### config.mk
export PLATFORM = sky130hd
export DESIGN_NAME = pipemem_mmio
export DESIGN_NICKNAME = d
export VERILOG_FILES = /design/src/rtl/pipemem_pkg.sv /design/src/rtl/pipemem_mmio_io_sync_detect.sv /design/src/rtl/pipemem_mmio.sv
export SDC_FILE = /design/constraint.sdc
export NUM_CORES = 2
export LEC_CHECK = 0
export CAP_MARGIN = 5
export CORE_UTILIZATION = 60
export DETAILED_ROUTE_END_ITERATION = 8
export PLACE_DENSITY = 0.78
export SETUP_SLACK_MARGIN = 0.2
export SLEW_MARGIN = 10
export SYNTH_ARGS = -nofsm -noshare
export SYNTH_HDL_FRONTEND = slang
export SYNTH_HIERARCHICAL = 1
export SYNTH_SLANG_ARGS = --single-unit
### constraint.sdc
create_clock -name clock -period 6.8 [get_ports clock]
set_clock_uncertainty 0.1 [all_clocks]
set_input_delay 1.02 -clock clock [delete_from_list [all_inputs] [get_ports clock]]
set_output_delay 1.02 -clock clock [all_outputs]
set_load 0.05 [all_outputs]
### src/rtl/pipemem_pkg.sv
// Shared encodings and lane helpers for the pipeline MEM stage and its I/O window.
package pipemem_pkg;

   localparam logic [1:0] SZ_BYTE = 2'd0;
   localparam logic [1:0] SZ_HALF = 2'd1;
   localparam logic [1:0] SZ_WORD = 2'd2;

   localparam logic [3:0] STATUS_IDX = 4'd15;
   localparam int         IO_WIN_BIT = 6;
   localparam logic       IO_WIN_OUT = 1'b0;
   localparam logic       IO_WIN_IN  = 1'b1;

   function automatic logic [3:0] byte_en(input logic [1:0] size, input logic [1:0] a10);
      case (size)
         SZ_BYTE: return 4'b0001 << a10;
         SZ_HALF: return a10[1] ? 4'b1100 : 4'b0011;
         default: return 4'b1111;
      endcase
   endfunction

   function automatic logic is_misaligned(input logic [1:0] size, input logic [1:0] a10);
      case (size)
         SZ_BYTE: return 1'b0;
         SZ_HALF: return a10[0];
         default: return a10 != 2'b00;
      endcase
   endfunction

   // Replicate the right-aligned store data so it appears in whichever lane is enabled.
   function automatic logic [31:0] store_replicate(input logic [31:0] d, input logic [1:0] size);
      case (size)
         SZ_BYTE: return {4{d[7:0]}};
         SZ_HALF: return {2{d[15:0]}};
         default: return d;
      endcase
   endfunction

   function automatic logic [31:0] load_extend(input logic [31:0] word, input logic [1:0] a10,
                                               input logic [1:0] size, input logic uns);
      logic [7:0]  b;
      logic [15:0] h;
      case (a10)
         2'd0:    b = word[7:0];
         2'd1:    b = word[15:8];
         2'd2:    b = word[23:16];
         default: b = word[31:24];
      endcase
      h = a10[1] ? word[31:16] : word[15:0];
      case (size)
         SZ_BYTE: return uns ? {24'h0, b} : {{24{b[7]}}, b};
         SZ_HALF: return uns ? {16'h0, h} : {{16{h[15]}}, h};
         default: return word;
      endcase
   endfunction

endpackage

### src/rtl/pipemem_mmio_io_sync_detect.sv
// Two-flop synchroniser for one 32-bit input port, plus a history stage to flag value changes.
module io_sync_detect (
   input  logic        clock,
   input  logic        clrn,
   input  logic [31:0] pin_i,
   output logic [31:0] sync_o,
   output logic        change_o
);

   logic [31:0] s1_q, s2_q, s3_q;

   always_ff @(posedge clock) begin
      if (!clrn) begin
         s1_q <= '0;
         s2_q <= '0;
         s3_q <= '0;
      end else begin
         s1_q <= pin_i;
         s2_q <= s1_q;
         s3_q <= s2_q;
      end
   end

   assign sync_o   = s2_q;
   assign change_o = (s2_q != s3_q);

endmodule

### src/rtl/pipemem_mmio.sv
// MEM stage: byte-lane data RAM with registered read, plus output registers, synchronised
// input ports and sticky change flags mapped into an I/O window.
module pipemem_mmio
   import pipemem_pkg::*;
#(
   parameter int DMEM_AW = 5,
   parameter int N_OUT   = 2,
   parameter int N_IN    = 2,
   parameter int IO_BIT  = 7
) (
   input  logic                  clock,
   input  logic                  clrn,
   input  logic                  mwmem,
   input  logic                  mrmem,
   input  logic [1:0]            msize,
   input  logic                  munsigned,
   input  logic [31:0]           mAlu,
   input  logic [31:0]           mB,
   output logic [31:0]           wmo,
   output logic                  misalign,
   output logic [32*N_OUT-1:0]   out_port,
   output logic [N_OUT-1:0]      out_strobe,
   input  logic [32*N_IN-1:0]    in_port,
   output logic                  in_irq
);

   logic                io_sel, win_in;
   logic [3:0]          idx;
   logic [1:0]          a10;
   logic [DMEM_AW-1:0]  ram_idx;
   logic                acc_mis, st_ok, ld_ok, status_rd;
   logic [3:0]          be;
   logic [31:0]         wdata;
   logic                unused_addr;

   assign io_sel      = mAlu[IO_BIT];
   assign win_in      = mAlu[IO_WIN_BIT];
   assign idx         = mAlu[5:2];
   assign a10         = mAlu[1:0];
   assign ram_idx     = mAlu[DMEM_AW+1:2];
   assign unused_addr = ^mAlu;

   assign acc_mis   = (mwmem | mrmem) & is_misaligned(msize, a10);
   assign st_ok     = mwmem & ~acc_mis;
   assign ld_ok     = mrmem & ~mwmem & ~acc_mis;
   assign status_rd = ld_ok & io_sel & (win_in == IO_WIN_IN) & (idx == STATUS_IDX);
   assign be        = byte_en(msize, a10);
   assign wdata     = store_replicate(mB, msize);

   // Data RAM: plain array, byte-enable write and registered read so it maps to block RAM.
   logic [31:0] mem [0:(1<<DMEM_AW)-1];
   logic [31:0] ram_rd_q;

   always_ff @(posedge clock) begin
      if (clrn && st_ok && !io_sel) begin
         for (int b = 0; b < 4; b++) begin
            if (be[b]) mem[ram_idx][8*b +: 8] <= wdata[8*b +: 8];
         end
      end
      ram_rd_q <= mem[ram_idx];
   end

   logic [31:0]      out_q [N_OUT];
   logic [N_OUT-1:0] out_we, strobe_q;

   always_comb begin
      out_we = '0;
      for (int k = 0; k < N_OUT; k++) begin
         if (st_ok && io_sel && (win_in == IO_WIN_OUT) && idx == 4'(k)) out_we[k] = 1'b1;
      end
   end

   always_ff @(posedge clock) begin
      if (!clrn) begin
         strobe_q <= '0;
         for (int k = 0; k < N_OUT; k++) out_q[k] <= '0;
      end else begin
         strobe_q <= out_we;
         for (int k = 0; k < N_OUT; k++) begin
            for (int b = 0; b < 4; b++) begin
               if (out_we[k] && be[b]) out_q[k][8*b +: 8] <= wdata[8*b +: 8];
            end
         end
      end
   end

   genvar gi;
   generate
      for (gi = 0; gi < N_OUT; gi++) begin : g_out
         assign out_port[32*gi +: 32] = out_q[gi];
      end
   endgenerate

   logic [31:0]     in_sync [N_IN];
   logic [N_IN-1:0] change, flag_q, flag_d;

   generate
      for (gi = 0; gi < N_IN; gi++) begin : g_in
         io_sync_detect u_sync (
            .clock    (clock),
            .clrn     (clrn),
            .pin_i    (in_port[32*gi +: 32]),
            .sync_o   (in_sync[gi]),
            .change_o (change[gi])
         );
      end
   endgenerate

   // A change seen in the same cycle as a STATUS read wins over the clear.
   assign flag_d = change | (flag_q & ~{N_IN{status_rd}});

   logic [31:0] io_rd;

   always_comb begin
      io_rd = '0;
      if (win_in == IO_WIN_OUT) begin
         for (int k = 0; k < N_OUT; k++) begin
            if (idx == 4'(k)) io_rd = out_q[k];
         end
      end else begin
         for (int k = 0; k < N_IN; k++) begin
            if (idx == 4'(k)) io_rd = in_sync[k];
         end
         if (idx == STATUS_IDX) io_rd = 32'(flag_q);
      end
   end

   logic        ld_v_q, io_src_q, uns_q, mis_q, irq_q;
   logic [1:0]  a10_q, size_q;
   logic [31:0] io_rd_q;

   always_ff @(posedge clock) begin
      if (!clrn) begin
         ld_v_q   <= 1'b0;
         io_src_q <= 1'b0;
         uns_q    <= 1'b0;
         mis_q    <= 1'b0;
         irq_q    <= 1'b0;
         a10_q    <= '0;
         size_q   <= '0;
         io_rd_q  <= '0;
         flag_q   <= '0;
      end else begin
         ld_v_q   <= ld_ok;
         io_src_q <= io_sel;
         uns_q    <= munsigned;
         mis_q    <= acc_mis;
         irq_q    <= |flag_d;
         a10_q    <= a10;
         size_q   <= msize;
         io_rd_q  <= io_rd;
         flag_q   <= flag_d;
      end
   end

   always_comb begin
      wmo = '0;
      if (ld_v_q) wmo = load_extend(io_src_q ? io_rd_q : ram_rd_q, a10_q, size_q, uns_q);
   end

   assign misalign   = mis_q;
   assign out_strobe = strobe_q;
   assign in_irq     = irq_q;

endmodule

==> summary.txt <==
Power and ir drop
  • Fraction of power consumed by sequential logic: 0.526
  • Clock power share: 0.412
  • Cell internal pwr: 13500 uW
  • Net Sw Frac: 0.232
  • Max IR drop VDD: 0.259 mV
  • NetSw: 4070 uW
  • Power share of the combinational group: 0.062
  • Leak pwr: 0.0207 uW
  • PD cells: 295 mW/mm^2

Floorplan
  • Row cnt: 107
  • IO Pins: 235
  • Die Height: 296 um
  • Initial Util: 0.608
  • Core Footprint: 0.0854 sq mm
  • Chip width: 296 um
  • Die area: 0.0877 sq mm

CTS
  • Num CTS Buffers: 135
  • Skew-Pair Late Insertion Delay: 770 ps
  • CTS Hold Bufs: 0
  • Max Root-Sink Buffers: 3
  • CTS sink count: 1357
  • Root Buffer: clkbuf_16
  • H-Tree Depth: 4
  • Post-CTS Resized: 0
  • Worst-path clk slew: 60 ps
  • CTS tree: built
  • Post-CTS setup buffer count: 0

Timing
  • Post-layout minimum cycle time: 5250 ps
  • # setup viols final: 0
  • Period utilisation layout: 0.772
  • Max-slew violation count: 0
  • Final Hold Fails: 0
  • Max Clk Rate: 190 MHz
  • Setup TNS: 0 ps
  • Rel. slew slack: 0.117
  • Actual slew at the worst max-slew pin: 1320 ps
  • Worst hold slack: 328 ps
  • Setup repair after global routing missed its margin: no

Critical path
  • Max stage delay on crit path: 1050 ps
  • Critical path, cell by cell: mux4_2 -> nor2_1 -> or4_1 -> a21oi_1 -> clkdlybuf4s50_1
  • Crit path from: a10_q[1]
  • CP Capture Type: output pin
  • Worst EP required: 5680 ps
  • CP top delay family: flip-flops
  • CP max-delay cell: dfxtp_1
  • Crit Path Category: register to output pin
  • Arrival time at the worst endpoint: 4130 ps
  • Worst setup SP type: register
  • Worst r2r src: g_in[0].u_sync/sync_o[13]
  • Buf/Inv on CP: 1
  • Crit Path Max Fanout: 20

Global routing
  • Initial antenna violation count: 4
  • Met3 Usage GRT: 0.0735
  • Total global-route track usage: 0.328
  • Gr ovfl total: 0
  • Met2 global-route usage: 0.517
  • First-pass GRT wire length: 203000 um
  • Vias in the first global route: 30187
  • Busiest grt layer: met2
  • Met1 Track Usage GR: 0.434
  • Largest net degree at the start of global routing: 213

Route
  • Via-to-Cell Ratio: 6.50
  • Routed vias: 31108
  • # DRC: 0
  • DRT Pass-1 Iters: 9
  • Post-DRT Antenna Nets: 0
  • Initial DRC Count: 4315
  • Routed wire length per instance: 30.0 um
  • Routed Wire Length: 143000 um

Min path
  • Worst hold start: g_in[0].u_sync/s1_q[20]
  • HP Class: register to register

Run status
  • Outcome: finished clean

Cells and area
  • Most frequent cells in the layout: 1088 x edfxtp_1, 583 x mux2i_1, 268 x dfxtp_1
  • Non-Filler Instances: 4786
  • Area growth from synthesis to layout: 14.6%
  • Leading cell type in the layout, fill and taps excluded: edfxtp_1
  • Share of cells above drive strength 1: 0.0758
  • Final Cell Area: 0.0595 sq mm
  • Fillers: 5457
  • Layout net count: 3666

Synth
  • Post-synth EDFFs: 1088
  • Synth Instances: 3340
  • Sequential area share after synthesis: 0.733
  • Number of synthesized register bits: 1357
  • Average size of a mapped cell: 15.5 sq um
  • Synth Cell Area: 0.0519 sq mm
  • Cell variety after synth: 53
  • Ys flop type: edfxtp_1
  • Post-synth ARST share: 0
  • Ys Warns: 6
  • Syn nets: 3475

Placement
  • Placed cells: 4538
  • Final HPWL DP: 95800 um
  • Routability cong.: 0.961
  • PortBufs: 210
  • Cell Area, Placed: 0.0551 sq mm

Job
  • Maximum capacitance violations: 0
-- final cells by class --
| cell class | instances | area [sq um] | area share |
|---|---|---|---|
| Inverter | 37 | 139 | 0.00234 |
| Antenna cell | 1 | 2.50 | 0.0000421 |
| Tap cell | 1144 | 1430 | 0.0241 |
| Multi-Input combinational cell | 1736 | 12900 | 0.217 |
| Clock buffer | 176 | 3650 | 0.0614 |
| Sequential cell | 1357 | 38100 | 0.640 |
| Timing Repair Buffer | 264 | 2570 | 0.0433 |
| Clock inverter | 71 | 722 | 0.0121 |
-- per-layer routing --
metal	up-vias	routed length, um
met1	15368	51500
li1	13111	-
met2	2223	67200
met3	398	17300
met4	8	7490
met5	-	55
-- metrics by stage --
stage | utilization | setup slack (ps) | total power [uW]
2_1_floorplan | - | 3490 | 9940
3_3_place_gp | 0.645 | 1910 | 10400
3_5_place_dp | 0.645 | 1730 | 10400
4_1_cts | 0.696 | 1610 | 17500
5_1_grt | 0.696 | 1470 | 17900
6_report | 0.696 | 1550 | 17500
-- registers in the layout, summed over array words and instances (netlist names) --
signal / cells
misalign: 1
out_strobe: 2
mem: 1024
a10_q: 2
io_rd_q: 32
ram_rd_q: 32
io_src_q: 1
uns_q: 1
g_in.u_sync/s1_q: 64
out_q: 64
g_in.u_sync/s3_q: 64
size_q: 2
g_in.u_sync/sync_o: 64
flag_q: 2
in_irq: 1
ld_v_q: 1
-- synth_stat cells, types with 36 or more instances --
cell,instances,area share
o22ai_1,263,0.032
edfxtp_1,1088,0.63
and2_1,203,0.024
xnor2_1,64,0.011
buf_2,37,0.0036
clkbuf_1,147,0.011
nor2_1,212,0.015
mux2i_1,583,0.11
nor4_1,68,0.0082
dfxtp_1,269,0.10
nand2_1,98,0.0071
inv_1,36,0.0026
-- path summary, 6_finish.rpt --
check / cells after the start / slack, ps / endpoint
max: 5 / 1550 / wmo[9]
min: 1 / 330 / g_in[0].u_sync/sync_o[20]
max reg2reg: 6 / 4500 / in_irq
min reg2reg: 1 / 330 / g_in[0].u_sync/sync_o[20]
-- power by group through the flow --
stage          combinational [uW]  clock (uW)  sequential, uW
4_1_cts                      1060        7240            9210
3_3_place_gp                 1030           0            9390
5_1_grt                      1110        7540            9220
3_5_place_dp                 1050           0            9390
6_report                     1080        7220            9220
2_1_floorplan                 534           0            9400
-- cells by family (layout without fill, tap and decap cells) --
kind of cell,Yosys count,in the layout,synth area share
other,0,1,0
XOR/XNOR,64,64,0.0108
AND/OR/NAND/NOR,689,689,0.0698
AO/OA/AOI/OAI,396,396,0.0526
multiplexers,587,587,0.114
buffers and inverters,247,548,0.0194
flip-flops,1357,1357,0.733
Note: power is estimated with default switching activity, not from simulation.
